===== src/rtl/simmem_pkg.sv =====
// Shared constants and types for the simulated-memory response path.
package simmem_pkg;

    localparam int IDWidth      = 4;
    localparam int NumSlots     = 8;
    localparam int DelayWidth   = 6;
    localparam int NumIds       = 2 ** IDWidth;
    localparam int SlotIdxWidth = $clog2(NumSlots);

    // One outstanding request: its ID, remaining delay and its position
    // among the pending requests of the same ID (0 = oldest).
    typedef struct packed {
        logic                    valid;
        logic [IDWidth-1:0]      id;
        logic [DelayWidth-1:0]   cnt;
        logic [SlotIdxWidth-1:0] rank;
    } delay_slot_t;

    // Per-ID release enables, shared with simmem_linkedlist_bank.
    typedef logic [NumIds-1:0] release_vec_t;

endpackage


===== src/rtl/simmem_delay_slot.sv =====
// One delay slot: holds a request's ID, counts its delay down to zero and
// tracks its in-order rank among pending requests of the same ID.
module simmem_delay_slot
    import simmem_pkg::*;
(
    input  logic                    clk_i,
    input  logic                    rst_ni,
    input  logic                    load_i,
    input  logic                    free_i,
    input  logic                    rank_dec_i,
    input  logic [IDWidth-1:0]      load_id_i,
    input  logic [DelayWidth-1:0]   load_cnt_i,
    input  logic [SlotIdxWidth-1:0] load_rank_i,
    output delay_slot_t             slot_o,
    output logic                    expired_head_o
);

    delay_slot_t r_slot;

    // Slot register: free wins (it only targets valid slots, load only
    // targets invalid ones); a loaded slot skips its first decrement.
    always_ff @(posedge clk_i) begin
        if (!rst_ni) begin
            r_slot <= '0;
        end else if (free_i) begin
            r_slot <= '0;
        end else if (load_i) begin
            r_slot.valid <= 1'b1;
            r_slot.id    <= load_id_i;
            r_slot.cnt   <= load_cnt_i;
            r_slot.rank  <= load_rank_i;
        end else if (r_slot.valid) begin
            if (r_slot.cnt != '0) begin
                r_slot.cnt <= r_slot.cnt - 1'b1;
            end
            if (rank_dec_i && (r_slot.rank != '0)) begin
                r_slot.rank <= r_slot.rank - 1'b1;
            end
        end
    end

    assign slot_o         = r_slot;
    assign expired_head_o = r_slot.valid && (r_slot.rank == '0) && (r_slot.cnt == '0);

endmodule


===== src/rtl/simmem_delay_releaser.sv =====
// Delay releaser: tracks outstanding requests in NumSlots delay slots and
// raises a per-ID release enable once the oldest request of that ID has
// waited out its programmed delay.
//
// Handshake: a request is accepted on a rising edge where req_valid_i and
// req_ready_o are both high; req_ready_o depends only on registered slot
// state. rsp_done_i is a single-cycle event reporting that the bank has
// released one response of rsp_done_id_i.
module simmem_delay_releaser
    import simmem_pkg::*;
(
    input  logic                  clk_i,
    input  logic                  rst_ni,
    input  logic                  req_valid_i,
    output logic                  req_ready_o,
    input  logic [IDWidth-1:0]    req_id_i,
    input  logic [DelayWidth-1:0] req_delay_i,
    output release_vec_t          release_en_o,
    input  logic                  rsp_done_i,
    input  logic [IDWidth-1:0]    rsp_done_id_i,
    output logic                  err_o
);

    delay_slot_t               w_slots [NumSlots];
    logic [NumSlots-1:0]       w_expired_head;
    logic [NumSlots-1:0]       w_free_hit;
    logic [NumSlots-1:0]       w_free;
    logic [NumSlots-1:0]       w_rank_dec;
    logic [NumSlots-1:0]       w_load;
    logic [NumSlots-1:0]       w_valid;
    logic                      w_free_fire;
    logic                      w_accept;
    logic                      w_found;
    logic [SlotIdxWidth-1:0]   w_load_idx;
    logic [SlotIdxWidth:0]     w_same_cnt;
    logic [SlotIdxWidth:0]     w_rank_full;
    logic [SlotIdxWidth-1:0]   w_load_rank;
    logic                      r_err;

    // Release matching: find the expired head of the completed ID and the
    // younger same-ID slots whose rank moves up by one.
    always_comb begin
        w_free_hit = '0;
        w_rank_dec = '0;
        w_valid    = '0;
        for (int i = 0; i < NumSlots; i++) begin
            w_valid[i]    = w_slots[i].valid;
            w_free_hit[i] = w_slots[i].valid && (w_slots[i].id == rsp_done_id_i)
                            && (w_slots[i].rank == '0) && (w_slots[i].cnt == '0);
        end
        w_free_fire = rsp_done_i && (|w_free_hit);
        for (int i = 0; i < NumSlots; i++) begin
            w_rank_dec[i] = w_free_fire && w_slots[i].valid
                            && (w_slots[i].id == rsp_done_id_i) && !w_free_hit[i];
        end
        w_free = w_free_fire ? w_free_hit : '0;
    end

    // Lowest-index free slot receives the next accepted request.
    always_comb begin
        w_found    = 1'b0;
        w_load_idx = '0;
        for (int i = 0; i < NumSlots; i++) begin
            if (!w_slots[i].valid && !w_found) begin
                w_found    = 1'b1;
                w_load_idx = SlotIdxWidth'(i);
            end
        end
    end

    // New entry's rank: older same-ID entries still pending after this edge.
    always_comb begin
        w_same_cnt = '0;
        for (int i = 0; i < NumSlots; i++) begin
            if (w_slots[i].valid && (w_slots[i].id == req_id_i)) begin
                w_same_cnt = w_same_cnt + (SlotIdxWidth + 1)'(1);
            end
        end
        w_rank_full = w_same_cnt;
        if (w_free_fire && (rsp_done_id_i == req_id_i)) begin
            w_rank_full = w_same_cnt - (SlotIdxWidth + 1)'(1);
        end
        w_load_rank = w_rank_full[SlotIdxWidth-1:0];
    end

    assign req_ready_o = |(~w_valid);
    assign w_accept    = req_valid_i && req_ready_o;

    // One-hot load strobe for the chosen free slot.
    always_comb begin
        w_load = '0;
        for (int i = 0; i < NumSlots; i++) begin
            w_load[i] = w_accept && (w_load_idx == SlotIdxWidth'(i));
        end
    end

    for (genvar g = 0; g < NumSlots; g++) begin : g_slot
        simmem_delay_slot u_slot (
            .clk_i          (clk_i),
            .rst_ni         (rst_ni),
            .load_i         (w_load[g]),
            .free_i         (w_free[g]),
            .rank_dec_i     (w_rank_dec[g]),
            .load_id_i      (req_id_i),
            .load_cnt_i     (req_delay_i),
            .load_rank_i    (w_load_rank),
            .slot_o         (w_slots[g]),
            .expired_head_o (w_expired_head[g])
        );
    end

    // Per-ID release enable: OR of the expired-head flags of that ID.
    always_comb begin
        release_en_o = '0;
        for (int i = 0; i < NumSlots; i++) begin
            if (w_expired_head[i]) begin
                release_en_o[w_slots[i].id] = 1'b1;
            end
        end
    end

    // Sticky error: a completion arrived for an ID with no expired head.
    always_ff @(posedge clk_i) begin
        if (!rst_ni) begin
            r_err <= 1'b0;
        end else if (rsp_done_i && !(|w_free_hit)) begin
            r_err <= 1'b1;
        end
    end

    assign err_o = r_err;

endmodule

===== config.mk =====
export PLATFORM = sky130hd
export DESIGN_NAME = simmem_delay_releaser
export DESIGN_NICKNAME = d
export VERILOG_FILES = /design/src/rtl/simmem_pkg.sv /design/src/rtl/simmem_delay_slot.sv /design/src/rtl/simmem_delay_releaser.sv
export SDC_FILE = /design/constraint.sdc
export NUM_CORES = 1
export LEC_CHECK = 0
export ABC_CLOCK_PERIOD_IN_PS = 11950
export CAP_MARGIN = 20
export CELL_PAD_IN_SITES_DETAIL_PLACEMENT = 0
export CELL_PAD_IN_SITES_GLOBAL_PLACEMENT = 1
export CORE_ASPECT_RATIO = 2
export CORE_MARGIN = 2
export CORE_UTILIZATION = 45
export DETAILED_ROUTE_END_ITERATION = 12
export MAX_ROUTING_LAYER = met4
export PLACE_DENSITY_LB_ADDON = 0.1
export SLEW_MARGIN = 0
export SYNTH_ARGS = -nofsm -noshare
export SYNTH_HDL_FRONTEND = slang
export SYNTH_SLANG_ARGS = --single-unit

===== constraint.sdc =====
create_clock -name clk_i -period 11.95 [get_ports clk_i]
set_input_delay 3.585 -clock clk_i [delete_from_list [all_inputs] [get_ports clk_i]]
set_output_delay 3.585 -clock clk_i [all_outputs]
set_load 0.05 [all_outputs]

* Word level (Yosys, flattened, before mapping)
Cells that the tools add are included.
Widths: inputs -> output; s select.
** Storage, ports and cells
- Flip-flop bits (word level) :: 113
- Output and inout bits :: 18
- Logic and storage cells :: 398
** Cells by class
- $add $sub $neg :: 24
- Magnitude comparators :: 16
- Equality and inequality tests :: 24
- Mux-type cells :: 80
- Bitwise logic cells :: 9
- Reductions and logical operators :: 212
** Operators by type and width (number)
- $mux 9 :: 16
- $mux 16 :: 8
- $or 16x16->16 :: 7
- $logic_and 1x1->1 :: 107
- $eq 4x4->1 :: 17
- $mux 3 :: 22
- $logic_not 6->1 :: 8
- $mux 6 :: 8
- $reduce_bool 2->1 :: 24
- $reduce_bool 6->1 :: 8
- $sub 6x1->6 const B :: 8
- $lt 4x5->1 const B :: 8
- $demux 1 s4 :: 8
- $ge 4x1->1 const B :: 8
- $reduce_and 2->1 :: 16
- $logic_not 3->1 :: 9
- $sub 3x1->3 const B :: 9
- $reduce_bool 3->1 :: 8
- $logic_not 1->1 :: 22
- $add 3x1->3 const B :: 6
- $mux 1 :: 17
- $reduce_or 2->1 :: 8
- $reduce_or 8->1 :: 2
- $eq 3x3->1 const B :: 4
- 6 further kinds :: 7

* Logic depth before layout (Yosys ltp)
- Depth after elaboration :: 25
- Depth in mapped cells :: 28
- Depth with buffers taken out :: 26

* Cells and area by module
From an unflattened synthesis, not the netlist that was laid out.
** Unflattened totals
- Cells, all modules :: 1141
- Area, all modules :: 9087.5 um^2
** By module, submodules not included
- simmem_delay_slot :: times used 8, cells an instance 84, area each 754.5 um^2
- simmem_delay_releaser :: times used 1, cells an instance 469, area each 3051.7 um^2

* Worst setup path after synthesis
No wires, ideal clock.
- Path kind :: input -> register
- Start point :: in req_id_i[1]
- End point :: reg g_slot[3].u_slot.r_slot, in the netlist g_slot[3].u_slot.slot_o[2]
- Library setup time :: 103 ps
- Arrival time :: 8374 ps
- Data required time :: 11847 ps
- Slack :: 3473 ps
- Stages :: 25
- Buffers on the path :: 2
- Cells stage by stage :: buf_4 buf_1 xor2_1 nor3_1 and3_1 ha_1 nor3_1 nor2_1 inv_1 ha_1 nand2b_1 o21a_1 ha_1 inv_1 mux2_2 a22oi_1 xnor2_1 o211ai_1 ha_1 nand2_1 xnor2_1 xnor3_1 xnor2_2 and3_1 a2111oi_2
** On the way
- Word-level cells in the longest chain between the ends :: 20
** RTL lines
- from (decl) :: RTL line simmem_delay_releaser.sv:16 : input logic [IDWidth-1:0] req_id_i,
- $eq 4x4->1 :: RTL line simmem_delay_releaser.sv:75 : if (w_slots[i].valid && (w_slots[i].id == req_id_i)) begin
- $logic_and 1x1->1 :: RTL line simmem_delay_releaser.sv:75
- $mux 1 :: RTL line simmem_delay_releaser.sv:75
- $add 1x1->2 :: RTL line simmem_delay_releaser.sv:76 : w_same_cnt = w_same_cnt + (SlotIdxWidth + 1)'(1);
- $mux 3 :: RTL line simmem_delay_releaser.sv:75
- $add 3x1->3 :: RTL line simmem_delay_releaser.sv:76
- $mux 3 :: RTL line simmem_delay_releaser.sv:75
- $add 3x1->3 :: RTL line simmem_delay_releaser.sv:76
- [4 not listed]
- $mux 3 :: RTL line simmem_delay_releaser.sv:75
- $add 3x1->3 :: RTL line simmem_delay_releaser.sv:76
- $mux 3 :: RTL line simmem_delay_releaser.sv:75
- $add 3x1->3 :: RTL line simmem_delay_releaser.sv:76
- $mux 3 :: RTL line simmem_delay_releaser.sv:75
- $sub 3x1->3 :: RTL line simmem_delay_releaser.sv:81 : w_rank_full = w_same_cnt - (SlotIdxWidth + 1)'(1);
- $mux 3 * :: RTL line simmem_delay_releaser.sv:80 : if (w_free_fire && (rsp_done_id_i == req_id_i)) begin
- $mux 9 * :: RTL line simmem_delay_slot.sv:27 : end else if (load_i) begin
- to (decl) :: RTL line simmem_delay_slot.sv:18 : delay_slot_t r_slot;
Every way passes the cells marked *; elsewhere a longest branch is shown, timed or not.
A chain may end at the register's enable or synchronous reset.

* Worst setup path after layout
- Start point :: in req_id_i[1]
- End point :: reg g_slot[5].u_slot.r_slot, in the netlist g_slot[5].u_slot.slot_o[2]
** On the way
- Word-level cells in the longest chain between the ends :: 20
** RTL lines (RTL line)
- $eq 4x4->1 :: simmem_delay_releaser.sv:75
- $logic_and 1x1->1 :: simmem_delay_releaser.sv:75
- $mux 1 :: simmem_delay_releaser.sv:75
- $add 1x1->2 :: simmem_delay_releaser.sv:76
- $mux 3 :: simmem_delay_releaser.sv:75
- $add 3x1->3 :: simmem_delay_releaser.sv:76
- $mux 3 :: simmem_delay_releaser.sv:75
- $add 3x1->3 :: simmem_delay_releaser.sv:76
- [4 not listed]
- $mux 3 :: simmem_delay_releaser.sv:75
- $add 3x1->3 :: simmem_delay_releaser.sv:76
- $mux 3 :: simmem_delay_releaser.sv:75
- $add 3x1->3 :: simmem_delay_releaser.sv:76
- $mux 3 :: simmem_delay_releaser.sv:75
- $sub 3x1->3 :: simmem_delay_releaser.sv:81
- $mux 3 * :: simmem_delay_releaser.sv:80
- $mux 9 * :: simmem_delay_slot.sv:27
- to (decl) :: simmem_delay_slot.sv:18
Marked as above.

==> metrics.log <==
[metrics] min Tclk post-route: 9.319 ns
[metrics] number of buffer cells added on primary ports: 35
[metrics] number of enable-type register cells in the synthesized netlist: 0
[metrics] number of core rows: 71
[metrics] cts hold-fix bufs: 0
[metrics] remaining routing DRC violations: 0
[metrics] CP Data Required Time: 12.21 ns
[metrics] power density relative to cell area: 102.1 mW/mm^2
[metrics] clock slew seen by the registers of the worst setup and hold paths: 0.05 ns
[metrics] Die W: 102.2 um
[metrics] library cell occupying the most area in the post-synthesis netlist: dfxtp_1
[metrics] maximum achievable frequency: 107.3 MHz
[metrics] maximum fanout encountered on the critical timing path: 18
[metrics] Pleak: 0.003477 uW
[metrics] clock sinks: 113
[metrics] pin count of the biggest net entering global routing: 23
[metrics] post-synthesis sequential element count: 113
[metrics] max-slew violations: 0
[metrics] CP dominant cell by count: ha_1
[metrics] Min Hold Slack: 0.5289 ns
[metrics] outcome: complete, no violations
[metrics] TritonCTS clock tree: done
[metrics] Core Footprint: 0.01883 mm^2
[metrics] setup clock skew after layout: 0.006475 ns
[metrics] routed len/inst: 22.87 um
[metrics] first-pass GRT wire length: 49310 um
[metrics] main flop type after synthesis: dfxtp_1
[metrics] worst IR drop on VDD: 104.8 uV
[metrics] RSZ-0062 raised after global routing: false
[metrics] total track usage: 33.22%
[metrics] area of the mapped netlist: 0.008673 mm^2
[metrics] via total after detailed routing: 8408
[metrics] die outline height: 200.3 um
[metrics] Skew-Pair Late Insertion Delay: 0.42 ns
[metrics] proportion of synthesized flip-flops having asynchronous set or reset: 0%
[metrics] setup_tns: 0 ns
[metrics] effective utilization at floorplan: 46.05%
[metrics] remaining max-slew budget at the tightest pin: 17.24%
[metrics] fraction of final layout cells with drive strength greater than 1: 6.157%
[metrics] Worst Path Class, Setup: input pin to flop
[metrics] via-per-instance ratio: 6.040
[metrics] area of the multi-input gates: 0.005848 mm^2
[metrics] kind of path behind the tightest hold check: flop to flop
[metrics] Setup violations, final: 0
[metrics] Routed Wire Length: 31840 um
[metrics] post-CTS setup buffer count: 0
[metrics] Sequential cell area: 0.002262 mm^2
[metrics] number of H-tree levels: 4
[metrics] number of resized instances in the post-cts repair step: 0
[metrics] count of maximum capacitance violations: 0
[metrics] Critical Path Start Type: input pin
[metrics] Remaining Overflow, GRT: 0
[metrics] Final Hold Violating Endpoints: 0
[metrics] setup slack of the critical path after layout: 2.631 ns
[metrics] data arrival time at the worst-slack endpoint: 9.58 ns
[metrics] number of fill cells: 1944
[metrics] net count of the finished layout: 1177
[metrics] number of instances in the synthesized netlist: 1146
[metrics] antenna violations before repair: 0
[metrics] DRC violation total after the first TritonRoute iteration: 444
[metrics] top cell type's share of synthesized area: 26.08%
[metrics] TritonCTS buffer count: 17
[metrics] number of global-route vias before repair: 8525
[metrics] Avg Inst Size Synth: 7.568 um^2
[metrics] actual transition at the worst max-transition pin: 1.230 ns
[metrics] HPWL after detailed placement: 23590 um
[metrics] die footprint: 0.02047 mm^2
[metrics] post-route clock period utilization: 77.98%
[metrics] Placement Setup Slack: 2.220 ns
[metrics] longest individual stage delay on the worst path: 0.91 ns
[metrics] top cells by area, synth: dfxtp_1 26%, nand2_1 6.6%, xor2_1 6.0%
[metrics] count of pins on the block boundary: 36
[metrics] number of inserted diodes: 0
[metrics] Seq/Total Area, Yosys: 26.08%
[metrics] count of nets left with antenna violations after detail routing: 0
[metrics] root cell of the clock tree: clkbuf_16
[metrics] DRT Pass-1 Iters: 6
[metrics] type of element capturing the critical path: flop
[metrics] yosys synthesis warning count: 0
[metrics] layout-stage area growth over the synthesis result: 10.62%
[metrics] critical path's slowest cell: clkdlybuf4s50_1
[metrics] post-synthesis cell type count: 74
[metrics] number of nets in the synthesized netlist: 1199
[metrics] routability cong.: 1.025
[metrics] Clock Tree Buf Depth: 2
## kinds of logic (layout without fill, tap and decap cells)
| group | after synthesis | in the layout | share of synthesized area [%] |
|---|---|---|---|
| simple gates | 501 | 501 | 28.81 |
| compound gates | 222 | 222 | 18.25 |
| buf+inv | 139 | 130 | 6.607 |
| xor+xnor | 118 | 118 | 13.11 |
| flops | 113 | 113 | 26.08 |
| fa+ha+maj | 35 | 35 | 5.049 |
| mux | 18 | 18 | 2.092 |
## layer usage
layer  share of wire, %  vias to the layer above  routed length (um)  GRT usage [%]
li1                   -                     4004                   -              -
met1                 36                     3989               11600          33.68
met2                 52                      285               16410          56.65
met3                4.6                      130                1473          7.153
met4                7.4                        0                2360          20.33
met5                  0                        -                   0              -
## critical path, delay by kind of cell
kind	cells	cell delay, ns
mux	1	0.27
simple gates	10	1.67
xor+xnor	4	1.17
fa+ha+maj	5	1.34
buf+inv	2	1.00
compound gates	3	0.54
## cell type report
cell class | count | share of cell area (%)
clock inverter | 6 | 0.5738
sequential | 113 | 23.58
multi-input combinational | 894 | 60.95
tap | 255 | 3.326
clock buffer | 26 | 5.099
timing repair buffer | 43 | 4.317
inverter | 55 | 2.152
## power breakdown
group	internal, uW	switching (uW)	leakage (uW)
clock	300	174	0.000272
sequential	386	14.4	0.000915
combinational	37.4	67.4	0.00229
total	724	256	0.00348
## worst paths after layout
kind | from | slack, ns | cells past startpoint | end
worst max register to register | g_slot[1].u_slot.slot_o[12] | 6.22 | 25 | g_slot[5].u_slot.slot_o[2]
worst min register to register | g_slot[1].u_slot.slot_o[8] | 0.53 | 2 | g_slot[1].u_slot.slot_o[8]
worst max-delay path | req_id_i[1] | 2.63 | 25 | g_slot[5].u_slot.slot_o[2]
worst min-delay path | g_slot[1].u_slot.slot_o[8] | 0.53 | 2 | g_slot[1].u_slot.slot_o[8]
## Yosys cell counts (all sizes together) (15+ instances only)
library cell / number
a21oi: 57
mux2i: 17
nor2: 116
nand4: 22
xor2: 59
nor4: 18
ha: 35
and3: 15
nand3: 38
o22ai: 22
nand2b: 22
nor2b: 25
clkbuf: 56
nand2: 153
inv: 55
buf: 28
or3: 18
nor3: 31
a211oi: 57
xnor2: 57
dfxtp: 113
## per-stage QoR
stage / util [%] / instance area (um^2) / power, uW / instances
6_report: 50.94 / 9594 / 979.7 / 1392
5_1_grt: 50.94 / 9594 / 1014 / 1392
4_1_cts: 50.94 / 9594 / 987.8 / 1392
3_5_place_dp: 48.05 / 9050 / 511.6 / 1360
3_3_place_gp: 47.99 / 9039 / 510.9 / 1359
2_1_floorplan: - / 8673 / 477.3 / 1146
## state kept, by name, summed over array words and instances (netlist names)
| register | count |
|---|---|
| err_o | 1 |
| g_slot.u_slot.slot_o | 112 |
## cells in the final DEF, fill, tap and decap left out, types with 18 or more instances in the layout
cell type / n
a211oi_1: 50
a21oi_1: 57
clkdlybuf4s50_1: 35
dfxtp_1: 113
ha_1: 35
inv_1: 54
nand2_1: 153
nand2b_1: 22
nand3_1: 36
nand4_1: 22
nor2_1: 114
nor2b_1: 25
nor3_1: 29
o22ai_1: 22
or3_1: 18
xnor2_1: 50
xor2_1: 59
Note: power is estimated with default switching activity, not from simulation.
